<file path="config.mk">
export PLATFORM = sky130hd
export DESIGN_NAME = multi_cycle_control_unit
export DESIGN_NICKNAME = d
export VERILOG_FILES = /design/src/rtl/cu_pkg.sv /design/src/rtl/cu_op_decode.sv /design/src/rtl/multi_cycle_control_unit.sv
export SDC_FILE = /design/constraint.sdc
export NUM_CORES = 1
export LEC_CHECK = 0
export CORE_MARGIN = 4
export CORE_UTILIZATION = 50
export CTS_CLUSTER_DIAMETER = 40
export DETAILED_ROUTE_END_ITERATION = 10
export GPL_TIMING_DRIVEN = 0
export HOLD_SLACK_MARGIN = 0.15
export PLACE_DENSITY = 0.85
export SETUP_SLACK_MARGIN = 0.2
export SLEW_MARGIN = 25
export SYNTH_ARGS = -nofsm -noshare
export SYNTH_HDL_FRONTEND = slang
export SYNTH_SLANG_ARGS = --single-unit
</file>
<file path="constraint.sdc">
create_clock -name CLK -period 4.7 [get_ports CLK]
set_clock_uncertainty 0.05 [all_clocks]
set_input_delay 0.94 -clock CLK [delete_from_list [all_inputs] [get_ports CLK]]
set_output_delay 0.94 -clock CLK [all_outputs]
set_load 0.02 [all_outputs]
</file>
<file path="src/rtl/cu_pkg.sv">
// Shared definitions for the multi-cycle control unit: opcodes, FSM states,
// datapath select codes and the opcode classifier used by the FSM and decoder.
package cu_pkg;

    localparam int OP_WIDTH = 6;

    localparam logic [OP_WIDTH-1:0] OP_ADD   = 6'b000000;
    localparam logic [OP_WIDTH-1:0] OP_SUB   = 6'b000001;
    localparam logic [OP_WIDTH-1:0] OP_ADDIU = 6'b000010;
    localparam logic [OP_WIDTH-1:0] OP_AND   = 6'b010000;
    localparam logic [OP_WIDTH-1:0] OP_ANDI  = 6'b010001;
    localparam logic [OP_WIDTH-1:0] OP_ORI   = 6'b010010;
    localparam logic [OP_WIDTH-1:0] OP_XORI  = 6'b010011;
    localparam logic [OP_WIDTH-1:0] OP_SLL   = 6'b011000;
    localparam logic [OP_WIDTH-1:0] OP_SLT   = 6'b100110;
    localparam logic [OP_WIDTH-1:0] OP_SLTI  = 6'b100111;
    localparam logic [OP_WIDTH-1:0] OP_SW    = 6'b110000;
    localparam logic [OP_WIDTH-1:0] OP_LW    = 6'b110001;
    localparam logic [OP_WIDTH-1:0] OP_BEQ   = 6'b110100;
    localparam logic [OP_WIDTH-1:0] OP_BNE   = 6'b110101;
    localparam logic [OP_WIDTH-1:0] OP_BLTZ  = 6'b110110;
    localparam logic [OP_WIDTH-1:0] OP_J     = 6'b111000;
    localparam logic [OP_WIDTH-1:0] OP_JR    = 6'b111001;
    localparam logic [OP_WIDTH-1:0] OP_JAL   = 6'b111010;
    localparam logic [OP_WIDTH-1:0] OP_HALT  = 6'b111111;

    typedef enum logic [3:0] {
        S_IF     = 4'd0,
        S_ID     = 4'd1,
        S_EXE_AL = 4'd2,
        S_EXE_BR = 4'd3,
        S_EXE_LS = 4'd4,
        S_MEM    = 4'd5,
        S_WB_AL  = 4'd6,
        S_WB_LD  = 4'd7,
        S_HALT   = 4'd8
    } cuState;

    localparam logic [2:0] ALU_ADD = 3'b000;
    localparam logic [2:0] ALU_SUB = 3'b001;
    localparam logic [2:0] ALU_SLL = 3'b010;
    localparam logic [2:0] ALU_OR  = 3'b011;
    localparam logic [2:0] ALU_AND = 3'b100;
    localparam logic [2:0] ALU_SLT = 3'b101;
    localparam logic [2:0] ALU_XOR = 3'b110;

    localparam logic [1:0] PC_NEXT   = 2'b00;
    localparam logic [1:0] PC_BRANCH = 2'b01;
    localparam logic [1:0] PC_RS     = 2'b10;
    localparam logic [1:0] PC_JUMP   = 2'b11;

    localparam logic [1:0] DST_R31 = 2'b00;
    localparam logic [1:0] DST_RT  = 2'b01;
    localparam logic [1:0] DST_RD  = 2'b10;

    typedef enum logic [3:0] {
        CLS_ALU,
        CLS_BR,
        CLS_LW,
        CLS_SW,
        CLS_J,
        CLS_JR,
        CLS_JAL,
        CLS_HALT,
        CLS_ILLEGAL
    } opClass;

    function automatic opClass classifyOp(input logic [OP_WIDTH-1:0] op);
        case (op)
            OP_ADD, OP_SUB, OP_ADDIU, OP_AND, OP_ANDI, OP_ORI, OP_XORI,
            OP_SLL, OP_SLT, OP_SLTI:        return CLS_ALU;
            OP_BEQ, OP_BNE, OP_BLTZ:        return CLS_BR;
            OP_LW:                          return CLS_LW;
            OP_SW:                          return CLS_SW;
            OP_J:                           return CLS_J;
            OP_JR:                          return CLS_JR;
            OP_JAL:                         return CLS_JAL;
            OP_HALT:                        return CLS_HALT;
            default:                        return CLS_ILLEGAL;
        endcase
    endfunction

endpackage

</file>
<file path="src/rtl/cu_op_decode.sv">
// Combinational decoder from the latched opcode to ALU/operand/destination
// selects and the opcode class consumed by the control FSM.
module cu_op_decode
    import cu_pkg::*;
(
    input  logic [OP_WIDTH-1:0] op,
    output logic [2:0]          aluOp,
    output logic                aluSrcA,
    output logic                aluSrcB,
    output logic                extSel,
    output logic [1:0]          regDst,
    output opClass              opCls
);

    assign opCls = classifyOp(op);

    // NOTE: every output gets a default before the case so no latch is inferred.
    always_comb begin
        aluOp   = ALU_ADD;
        aluSrcA = 1'b0;
        aluSrcB = 1'b0;
        extSel  = 1'b0;
        regDst  = DST_R31;
        case (op)
            OP_ADD:   regDst = DST_RD;
            OP_SUB:   begin aluOp = ALU_SUB; regDst = DST_RD; end
            OP_AND:   begin aluOp = ALU_AND; regDst = DST_RD; end
            OP_SLT:   begin aluOp = ALU_SLT; regDst = DST_RD; end
            OP_SLL:   begin aluOp = ALU_SLL; aluSrcA = 1'b1; regDst = DST_RD; end
            OP_ADDIU: begin aluSrcB = 1'b1; extSel = 1'b1; regDst = DST_RT; end
            OP_SLTI:  begin aluOp = ALU_SLT; aluSrcB = 1'b1; extSel = 1'b1; regDst = DST_RT; end
            OP_ANDI:  begin aluOp = ALU_AND; aluSrcB = 1'b1; regDst = DST_RT; end
            OP_ORI:   begin aluOp = ALU_OR;  aluSrcB = 1'b1; regDst = DST_RT; end
            OP_XORI:  begin aluOp = ALU_XOR; aluSrcB = 1'b1; regDst = DST_RT; end
            OP_LW, OP_SW: begin aluSrcB = 1'b1; extSel = 1'b1; regDst = DST_RT; end
            OP_BEQ, OP_BNE, OP_BLTZ: aluOp = ALU_SUB;
            default: ;
        endcase
    end

endmodule

</file>
<file path="src/rtl/multi_cycle_control_unit.sv">
// Multi-cycle CPU control FSM: sequences IF/ID/EXE/MEM/WB, stalls on mem_ready,
// and drives datapath selects from the current state and the opcode latched in ID.
module multi_cycle_control_unit
    import cu_pkg::*;
#(
    parameter int OP_W         = OP_WIDTH,
    parameter bit ILLEGAL_TRAP = 1'b1
) (
    input  logic            CLK,
    input  logic            RST,
    input  logic [OP_W-1:0] Opcode,
    input  logic            zero,
    input  logic            sign,
    input  logic            mem_ready,
    output logic            PCWre,
    output logic            IRWre,
    output logic            InsMemRW,
    output logic            mRD,
    output logic            mWR,
    output logic            RegWre,
    output logic [1:0]      RegDst,
    output logic            WrRegDSrc,
    output logic            DBDataSrc,
    output logic            ALUsrcA,
    output logic            ALUsrcB,
    output logic            ExtSel,
    output logic [1:0]      PCSrc,
    output logic [2:0]      ALUOp,
    output logic [3:0]      state_o,
    output logic            retire
);

    cuState          state, nextState;
    logic [OP_W-1:0] opQ;
    opClass          idCls, exCls;
    logic [2:0]      decAluOp;
    logic            decSrcA, decSrcB, decExt;
    logic [1:0]      decRegDst;
    logic            branchTaken;

    cu_op_decode uDecode (
        .op      (opQ),
        .aluOp   (decAluOp),
        .aluSrcA (decSrcA),
        .aluSrcB (decSrcB),
        .extSel  (decExt),
        .regDst  (decRegDst),
        .opCls   (exCls)
    );

    // ID decodes the live IR field; later states use the latched copy.
    assign idCls   = classifyOp(Opcode);
    assign state_o = state;

    // NOTE: sequential state uses non-blocking assignments only.
    always_ff @(posedge CLK or negedge RST) begin
        if (!RST) begin
            state <= S_IF;
            opQ   <= '0;
        end else begin
            state <= nextState;
            if (state == S_ID) opQ <= Opcode;
        end
    end

    always_comb begin
        branchTaken = 1'b0;
        case (opQ)
            OP_BEQ:  branchTaken = zero;
            OP_BNE:  branchTaken = !zero;
            OP_BLTZ: branchTaken = sign;
            default: branchTaken = 1'b0;
        endcase
    end

    always_comb begin
        nextState = state;
        PCWre     = 1'b0;
        IRWre     = 1'b0;
        InsMemRW  = 1'b0;
        mRD       = 1'b0;
        mWR       = 1'b0;
        RegWre    = 1'b0;
        RegDst    = DST_R31;
        WrRegDSrc = 1'b0;
        DBDataSrc = 1'b0;
        ALUsrcA   = 1'b0;
        ALUsrcB   = 1'b0;
        ExtSel    = 1'b0;
        PCSrc     = PC_NEXT;
        ALUOp     = ALU_ADD;
        retire    = 1'b0;
        case (state)
            S_IF: begin
                InsMemRW = 1'b1;
                // Reset forces IF asynchronously; keep the IR write quiet while held.
                IRWre    = mem_ready && RST;
                if (mem_ready) nextState = S_ID;
            end
            S_ID: begin
                case (idCls)
                    CLS_J, CLS_JR, CLS_JAL: begin
                        PCWre     = 1'b1;
                        retire    = 1'b1;
                        PCSrc     = (idCls == CLS_JR) ? PC_RS : PC_JUMP;
                        RegWre    = (idCls == CLS_JAL);
                        nextState = S_IF;
                    end
                    CLS_ALU:  nextState = S_EXE_AL;
                    CLS_BR:   nextState = S_EXE_BR;
                    CLS_LW,
                    CLS_SW:   nextState = S_EXE_LS;
                    CLS_HALT: nextState = S_HALT;
                    default: begin
                        if (ILLEGAL_TRAP) begin
                            nextState = S_HALT;
                        end else begin
                            PCWre     = 1'b1;
                            retire    = 1'b1;
                            nextState = S_IF;
                        end
                    end
                endcase
            end
            S_EXE_AL, S_WB_AL: begin
                ALUOp   = decAluOp;
                ALUsrcA = decSrcA;
                ALUsrcB = decSrcB;
                ExtSel  = decExt;
                RegDst  = decRegDst;
                if (state == S_WB_AL) begin
                    RegWre    = 1'b1;
                    WrRegDSrc = 1'b1;
                    PCWre     = 1'b1;
                    retire    = 1'b1;
                    nextState = S_IF;
                end else begin
                    nextState = S_WB_AL;
                end
            end
            S_EXE_BR: begin
                ALUOp     = ALU_SUB;
                PCSrc     = branchTaken ? PC_BRANCH : PC_NEXT;
                PCWre     = 1'b1;
                retire    = 1'b1;
                nextState = S_IF;
            end
            S_EXE_LS, S_MEM: begin
                ALUOp   = ALU_ADD;
                ALUsrcB = 1'b1;
                ExtSel  = 1'b1;
                if (state == S_EXE_LS) begin
                    nextState = S_MEM;
                end else begin
                    mRD = (exCls == CLS_LW);
                    mWR = (exCls == CLS_SW);
                    if (mem_ready) begin
                        if (exCls == CLS_SW) begin
                            PCWre     = 1'b1;
                            retire    = 1'b1;
                            nextState = S_IF;
                        end else begin
                            nextState = S_WB_LD;
                        end
                    end
                end
            end
            S_WB_LD: begin
                RegWre    = 1'b1;
                RegDst    = DST_RT;
                WrRegDSrc = 1'b1;
                DBDataSrc = 1'b1;
                PCWre     = 1'b1;
                retire    = 1'b1;
                nextState = S_IF;
            end
            S_HALT: nextState = S_HALT;
            default: nextState = S_IF;
        endcase
    end

endmodule
</file>
---- Word level (Yosys, flattened, before mapping) ----
Memory sizes are Yosys's and may differ from the RTL's.
Index checks and enable logic that the tools add are counted.
storage, ports and cells
  input port bits ......................... 11
  register bits after elaboration ......... 10
  memories ................................ 2
  memory bits (read-only) ................. 512
  logic and storage cells ................. 91
memories
  memory           depth  bits a word  read ports  clocked after memory_dff  write ports  line          source
  (no name shown)  64     4            1           0                         0            cu_pkg.sv:69  case (op)
  (no name shown)  64     4            1           0                         0            cu_pkg.sv:69
operators by class
  reductions and logical operators ........ 17
  multiplexer cells ....................... 38
  eq/ne operators ......................... 32
operators with widths
  operator                                                          count
  6-bit == test (second input constant)                             7
  6-bit by 5-bit == test with 1-bit output (second input constant)  5
  4-bit by 3-bit == test with 1-bit output (second input constant)  7
  4-bit by 2-bit == test with 1-bit output (second input constant)  6
  4-bit case mux with 5 select lines                                1
  1-bit two-way mux                                                 19
  3-bit case mux with 6 select lines                                1
  4-bit case mux with 4 select lines                                1
  4-bit two-way mux                                                 3
  2-bit case mux with 2 select lines                                3
  2-bit OR reduction                                                6
  4-bit by 1-bit == test with 1-bit output (second input constant)  2
  4-bit logical NOT                                                 2
  4-bit OR reduction                                                2
  7-bit OR reduction                                                1
  6-bit by 1-bit == test with 1-bit output (second input constant)  1
  6-bit by 2-bit == test with 1-bit output (second input constant)  1
  6-bit logical NOT                                                 1
  3-bit two-way mux                                                 2
  1-bit case mux with 2 select lines                                3
  1-bit case mux with 3 select lines                                2
  3-bit case mux with 2 select lines                                1
  5-bit OR reduction                                                1
  4-bit == test (second input constant)                             1
  other kinds (8)                                                   8

---- Longest topological paths before layout ----
Gate-level depths: netlist of run 1.
An unclocked memory read counts as a cell.
  depth after elaboration ................. 6
  mapped depth ............................ 7

---- Hierarchy ----
Synthesis of run 1 repeated with hierarchy kept, for this count alone.
unflattened totals
  cells, all modules ...................... 187
  area total of the unflattened synthesis .. 1,306.3 µm²
modules (own cells, without submodules)
  module                    seq. area each (µm²)  area each (µm²)  cells an instance  instances
  multi_cycle_control_unit  250.2                 919.6            119                1
  cu_op_decode              0.0                   386.6            68                 1

---- Worst setup path before layout of run 1 ----
OpenSTA, ideal clock, no wires.
  path type ............................... input -> output
  from .................................... input Opcode[2]
  to ...................................... output retire
  stages on the path ...................... 7
  path slack .............................. 1.283 ns
  arrival time ............................ 2.427 ns
  cells stage by stage .................... buf_2 -> and4b_1 -> nand2_1 -> a21oi_2 -> a21oi_1 -> o22ai_1 -> buf_4
on the way
  word-level cells in the longest chain between the ends .. 5
  elaborated cells on any way between the ends .. 7
  classes of those cells .................. eq/ne: 3; mux: 2; reduce/logical: 1; memory: 1
ends and longest elaborated chain
  what                                      line                            source
  from (decl)                               multi_cycle_control_unit.sv:11  input logic [OP_W-1:0] Opcode,
  memory 64 x 4 bit (*)                     -
  4-bit by 3-bit == test with 1-bit output  -
  3-bit OR reduction (*)                    -
  1-bit two-way mux (*)                     -
  1-bit case mux with 4 select lines (*)    -
  to (decl)                                 multi_cycle_control_unit.sv:30  output logic retire
Mark *: on every way between the ends. The rest lies on a longest branch, timed or not.

---- Final worst setup path of run 1 ----
  from .................................... input Opcode[5]
  to ...................................... output retire
on the way
  word-level cells in the longest chain between the ends .. 5
  elaborated cells on any way between the ends .. 7
  classes of those cells .................. eq/ne: 3; mux: 2; reduce/logical: 1; memory: 1
ends and longest elaborated chain
  what                                      line                             source
  memory 64 x 4 bit (*)                     -
  4-bit by 3-bit == test with 1-bit output  multi_cycle_control_unit.sv:101  case (idCls)
  3-bit OR reduction (*)                    multi_cycle_control_unit.sv:101
  1-bit two-way mux (*)                     -
  1-bit case mux with 4 select lines (*)    multi_cycle_control_unit.sv:93   case (state)
Marked as above.

==> results.sh, run 1 <==
export IMPL_wl_per_cell_um=14.3
export IMPL_finalHoldWorstSlack_ps=619
export IMPL_netlist_instances=149
export IMPL_synth_top_area_frac=0.231
export IMPL_synth_fa_ha_area_frac=0
export IMPL_synth_area_sq_mm=0.00108
export IMPL_start_util=0.540
export IMPL_ys_flop_type="dfrtp_1"
export IMPL_dpl_hpwl_um=2310
export IMPL_clk_pin_slew_worst_paths_ps=80
export IMPL_crit_path_cell_trace="clkdlybuf4s50_1, and4b_1, nand2_1, a21oi_2, a21oi_1, o22ai_1, buf_4, clkdlybuf4s50_1"
export IMPL_setup_viol=0
export IMPL_path_class="in2out"
export IMPL_grt_pass1_wl_um=4890
export IMPL_drc_errors=0
export IMPL_syn_nets=160
export IMPL_top_usage_layer="met2"
export IMPL_rsz0062_at_grt="no"
export IMPL_power_density_mw_per_mm2=569
export IMPL_power_mw=0.820
export IMPL_fmax_mhz=246
export IMPL_portBuffers=29
export IMPL_diodes=0
export IMPL_grt_usage=0.222
export IMPL_fin_util=0.720
export IMPL_yosysSeqAreaShare=0.231
export IMPL_wirelength_um=2990
export IMPL_period_needed_ps=4060
export IMPL_ys_warn_count=0
export IMPL_critPathSlowestCell="clkdlybuf4s50_1"
export IMPL_layout_drive_gt1_share=0.126
export IMPL_maxSlewViolCount=0
export IMPL_dr_pass1_iters=4
export IMPL_use_met3=0.0136
export IMPL_grt_max_degree=12
export IMPL_ctsHoldBuffers=0
export IMPL_post_cts_resized=0
export IMPL_overflow=0
export IMPL_hold_viol=0
export IMPL_core_sq_mm=0.00200
export IMPL_syn_to_final_growth_pct=33.3
export IMPL_place_gp_congestion=0.821
export IMPL_vias=1239
export IMPL_grt_use_met2=0.378
export IMPL_path_max_fanout=6
export IMPL_synthXorXnorAreaFrac=0.0243
export IMPL_die_height_um=54.5
export IMPL_clkLatencyLatePin_ps=270
export IMPL_nets=194
export IMPL_cp_required_ps=3710
export IMPL_viasPerCell=5.93
export IMPL_synth_area_leaders="dfrtp_1, nand2b_1, nor2_1"
export IMPL_layout_setup_ws_ps=637
export IMPL_cellLeakagePower_nw=0.568
export IMPL_startpoint_type="input port"
export IMPL_tns_ps=0
export IMPL_critPathMaxStageDelay_ps=600
export IMPL_crit_path_end_kind="primary output"
export IMPL_drtIter0Drc=36
export IMPL_antenna_found_initial=0
export IMPL_cts_buffer_depth=2
export IMPL_post_place_ws_ps=654
export IMPL_post_cts_buffers=0
export IMPL_cp_common_cell="clkdlybuf4s50_1"
export IMPL_slew_headroom=0.683
export IMPL_ys_top_cells_by_count="nor2_1, nand2_1, buf_2, dfrtp_1, nand2b_1"
export IMPL_htreeDepth=1
export IMPL_min_path_type="reg2reg"
export IMPL_synth_edf_count=0
export IMPL_die_area_sq_mm=0.00297
export IMPL_met1_usage=0.290
export IMPL_boundaryPins=34
export IMPL_die_w_um=54.5
export IMPL_synth_compound_area_frac=0.250
export IMPL_synth_cell_types=44
export IMPL_clock_sinks=10
export IMPL_ys_ff_latch=10
export IMPL_finalCritPeriodShare=0.864
export IMPL_synthSimpleGateAreaFrac=0.348
export IMPL_yosys_area_top_type="dfrtp_1"
export IMPL_cp_arrival_ps=3070
export IMPL_rows=16
export IMPL_status="finished clean"
export IMPL_drv_cap=0
export IMPL_synth_top_family_by_area="simple AND/OR/NAND/NOR gates"
export IMPL_worst_pin_slew_ps=473
export IMPL_yosysMostFrequentCell="nor2_1"
export IMPL_synth_area_per_cell_sq_um=7.26
export IMPL_async_flop_share=1.00
export IMPL_fillers=182
export IMPL_muxShareOfSynthArea=0.0509
export IMPL_ant_nets=0
export IMPL_grt_pass1_vias=1093
export IMPL_ir_worst_vdd_uv=373
export IMPL_cts_tree="yes"
export IMPL_cts_buffers=3
export IMPL_root_buffer="clkbuf_4"
final cells by class:
cell class	count	area, sq um	area share
Timing Repair Buffer	29	290	0.201
Clock buffer	4	36.3	0.0252
Tap cell	27	33.8	0.0234
Buffer	15	83.8	0.0582
Multi-Input combinational cell	119	728	0.505
Inverter	5	18.8	0.0130
Sequential cell	10	250	0.174
sequential cells by signal (all words and copies together), names as in the netlist:
signal / cells
state_o: 4
opQ: 6
power by group:
group / leakage, nW / switching [mW] / internal, mW
logic: 0.425 / 0.320 / 0.250
registers: 0.122 / 0.0434 / 0.126
clock network: 0.0210 / 0.0333 / 0.0471
total: 0.568 / 0.397 / 0.423
per-layer routing:
metal	vias up	routed length (um)
met5	-	0
met4	0	58
li1	600	-
met1	581	1310
met3	7	189
met2	51	1430
critical path: cells and delay by family:
family,cells,cell delay [ps]
buffers and inverters,3,1320
AO/OA/AOI/OAI,3,430
AND/OR/NAND/NOR,2,390
cells by family (layout without fill, tap and decap cells):
family          Yosys count  after routing
flops                    10             10
compound gates           42             42
buf+inv                  20             53
mux                       5              5
simple gates             69             69
xor+xnor                  3              3
final timing paths:
| path | start | to | slack (ps) | depth (start not counted) |
|---|---|---|---|---|
| max | Opcode[5] | retire | 640 | 8 |
| max in group asynchronous | RST | state_o[0] | 3340 | 1 |
| min | opQ[0] | opQ[0] | 620 | 2 |
| min in group asynchronous | RST | opQ[5] | 940 | 1 |
| max reg2reg | state_o[0] | opQ[3] | 2980 | 4 |
| min reg2reg | opQ[0] | opQ[0] | 620 | 2 |
placed cells by master (no fill, tap or decap), types with 2 or more instances in the layout:
cell type / count
a211o_1: 2
a21o_1: 2
a21oi_1: 8
a31oi_1: 5
and3_1: 3
buf_2: 10
buf_4: 2
clkbuf_1: 2
clkbuf_4: 3
clkdlybuf4s50_1: 29
dfrtp_1: 10
inv_1: 4
mux2_1: 3
nand2_1: 14
nand2b_1: 9
nand3_1: 4
nand3b_1: 2
nor2_1: 15
nor2b_1: 5
nor3_1: 7
nor4_1: 2
o21ai_0: 6
o21ai_1: 6
o22ai_1: 3
or3_1: 2
xnor2_1: 3
stage by stage:
stage	instances	cell area, sq um
finish	209	1440
global route	209	1440
detailed placement	205	1410
CTS	209	1440
floorplan	149	1080
global placement	205	1410
(Power assumes the default switching activity.)
==> run 2: changes to the inputs <==
--- a/config.mk
+++ b/config.mk
@@ -9,9 +9,8 @@
 export CORE_UTILIZATION = 50
 export CTS_CLUSTER_DIAMETER = 40
 export DETAILED_ROUTE_END_ITERATION = 10
-export GPL_TIMING_DRIVEN = 0
 export HOLD_SLACK_MARGIN = 0.15
-export PLACE_DENSITY = 0.85
+export PLACE_DENSITY = 0.84
 export SETUP_SLACK_MARGIN = 0.2
 export SLEW_MARGIN = 25
 export SYNTH_ARGS = -nofsm -noshare
==> run 2 against run 1 <==
  * Cell area is 2.5% lower
  * Sequential power is 46% higher
  * Critical path depth is 1 lower
  * Combinational power is 22% lower
  * Clock power is 2% lower
  * Setup slack better by 87 ps
  * Via count is 6.3% lower
  * Clock-buffer cell count stayed put
  * Global-route usage is 1.6 points lower
  * Routed wire length is 9.4% lower
  * Critical endpoint unchanged
==> results.sh, run 2 (synthesized netlist as in run 1, its figures left out) <==
export IMPL_status="finished clean"
export IMPL_critPathSlowestCell="clkdlybuf4s50_1"
export IMPL_final_cell_mix="clkdlybuf4s50_1, nor2_1, nand2_1"
export IMPL_switching_share=0.487
export IMPL_dr_pass1_iters=5
export IMPL_overflow=0
export IMPL_cp_required_ps=3710
export IMPL_met1_length_um=1180
export IMPL_power_mw=0.773
export IMPL_min_path_type="reg2reg"
export IMPL_setup_viol=0
export IMPL_grt_max_degree=18
export IMPL_wirelength_um=2710
export IMPL_combPwrFrac=0.578
export IMPL_syn_to_final_growth_pct=30.0
export IMPL_clkPwrFrac=0.102
export IMPL_maxSlewViolCount=0
export IMPL_die_height_um=54.5
export IMPL_cp_common_cell="clkdlybuf4s50_1"
export IMPL_p_switching_mw=0.376
export IMPL_cts_tree="yes"
export IMPL_crit_family="buffers and inverters"
export IMPL_post_cts_buffers=0
export IMPL_dpl_hpwl_um=2060
export IMPL_hold_viol=0
export IMPL_fin_util=0.702
export IMPL_highest_layer="met4"
export IMPL_core_sq_mm=0.00200
export IMPL_worst_path_buf_inv=2
export IMPL_power_density_mw_per_mm2=550
export IMPL_ctsHoldBuffers=0
export IMPL_dpl_cell_area_sq_mm=0.00137
export IMPL_finalHoldWorstSlack_ps=656
export IMPL_cts_buffer_depth=2
export IMPL_grt_pass1_vias=1018
export IMPL_diodes=0
export IMPL_clkLatencyLatePin_ps=270
export IMPL_finalCritPeriodShare=0.846
export IMPL_fmax_mhz=252
export IMPL_start_util=0.540
export IMPL_period_needed_ps=3980
export IMPL_critPathMaxStageDelay_ps=650
export IMPL_drv_cap=0
export IMPL_met2_length_um=1270
export IMPL_boundaryPins=34
export IMPL_path_class="in2out"
export IMPL_path_max_fanout=10
export IMPL_die_w_um=54.5
export IMPL_rsz0062_at_grt="no"
export IMPL_internal_power_mw=0.397
export IMPL_die_area_sq_mm=0.00297
export IMPL_wl_per_cell_um=13.6
export IMPL_cellLeakagePower_nw=0.528
export IMPL_portBuffers=33
export IMPL_viasPerCell=5.83
export IMPL_crit_path_cell_trace="clkdlybuf4s50_1, and4b_1, nand2_1, a21oi_2, a21oi_1, o22ai_1, clkdlybuf4s50_1"
export IMPL_grt_pass1_wl_um=4430
export IMPL_cp_arrival_ps=2990
export IMPL_clock_sinks=10
export IMPL_rows=16
export IMPL_slew_headroom=0.649
export IMPL_ir_worst_vdd_uv=430
export IMPL_antenna_found_initial=0
export IMPL_largest_register="opQ"
export IMPL_place_gp_congestion=0.813
export IMPL_worst_pin_slew_ps=526
export IMPL_root_buffer="clkbuf_4"
export IMPL_mostFrequentLayoutCell="clkdlybuf4s50_1"
export IMPL_layout_drive_gt1_share=0.0640
export IMPL_dr_wl_met3_um=184
export IMPL_grt_usage=0.206
export IMPL_cts_buffers=3
export IMPL_htreeDepth=1
export IMPL_drtIter0Drc=33
export IMPL_fin_area_sq_mm=0.00141
export IMPL_post_cts_resized=0
export IMPL_largest_reg_flops=6
export IMPL_drc_errors=0
export IMPL_nets=184
export IMPL_ant_nets=0
export IMPL_clk_pin_slew_worst_paths_ps=60
export IMPL_tns_ps=0
export IMPL_pwr_share_seq=0.321
export IMPL_vias=1161
export IMPL_startpoint_type="input port"
export IMPL_crit_path_end_kind="primary output"
## run 2: cell types whose count changed in the layout (fill, tap and decap cells not counted), sizes merged
cell           previous run  this run
clkbuf                    6         4
clkdlybuf4s50            29        33
buf                      13         1
## run 2: worst paths after layout
kind | depth (start not counted) | start | to | slack, ps
min | 2 | opQ[5] | opQ[5] | 660
max in group asynchronous | 1 | RST | opQ[0] | 3340
max | 7 | Opcode[2] | retire | 720
min reg2reg | 2 | opQ[5] | opQ[5] | 660
max reg2reg | 5 | state_o[3] | state_o[0] | 2960
min in group asynchronous | 1 | RST | state_o[3] | 940
## run 2: stage by stage
step / cells / setup WS [ps]
floorplan: 149 / 1280
global placement: 195 / 766
detailed placement: 195 / 721
CTS: 199 / 720
global route: 199 / 618
finish: 199 / 724
## run 2: routing by layer
| metal | vias up | track usage |
|---|---|---|
| met1 | 520 | 0.265 |
| met4 | 0 | 0.116 |
| met3 | 7 | 0.0300 |
| li1 | 582 | - |
| met5 | - | 0 |
| met2 | 52 | 0.327 |
## run 2: layout make-up
cell class / instances / area (sq um)
timing repair buffer: 34 / 338
sequential: 10 / 250
tap: 27 / 33.8
inverter: 5 / 18.8
fill: 172 / 597
multi-input combinational: 119 / 728
clock buffer: 4 / 36.3
## run 2: worst min-delay path, cell delays in order, from the launching register on
cell and delay (ps):
dfrtp_1 470, inv_2 110, o21ai_0 90
## run 2: power groups by stage
stage	Sequential, mW	Combinational [mW]	Clock [mW]
final	0.248	0.447	0.0785
after global routing	0.264	0.492	0.0869
after CTS	0.245	0.449	0.0813
after detailed placement	0.248	0.447	0
after global placement	0.243	0.439	0
after floorplan	0.176	0.385	0
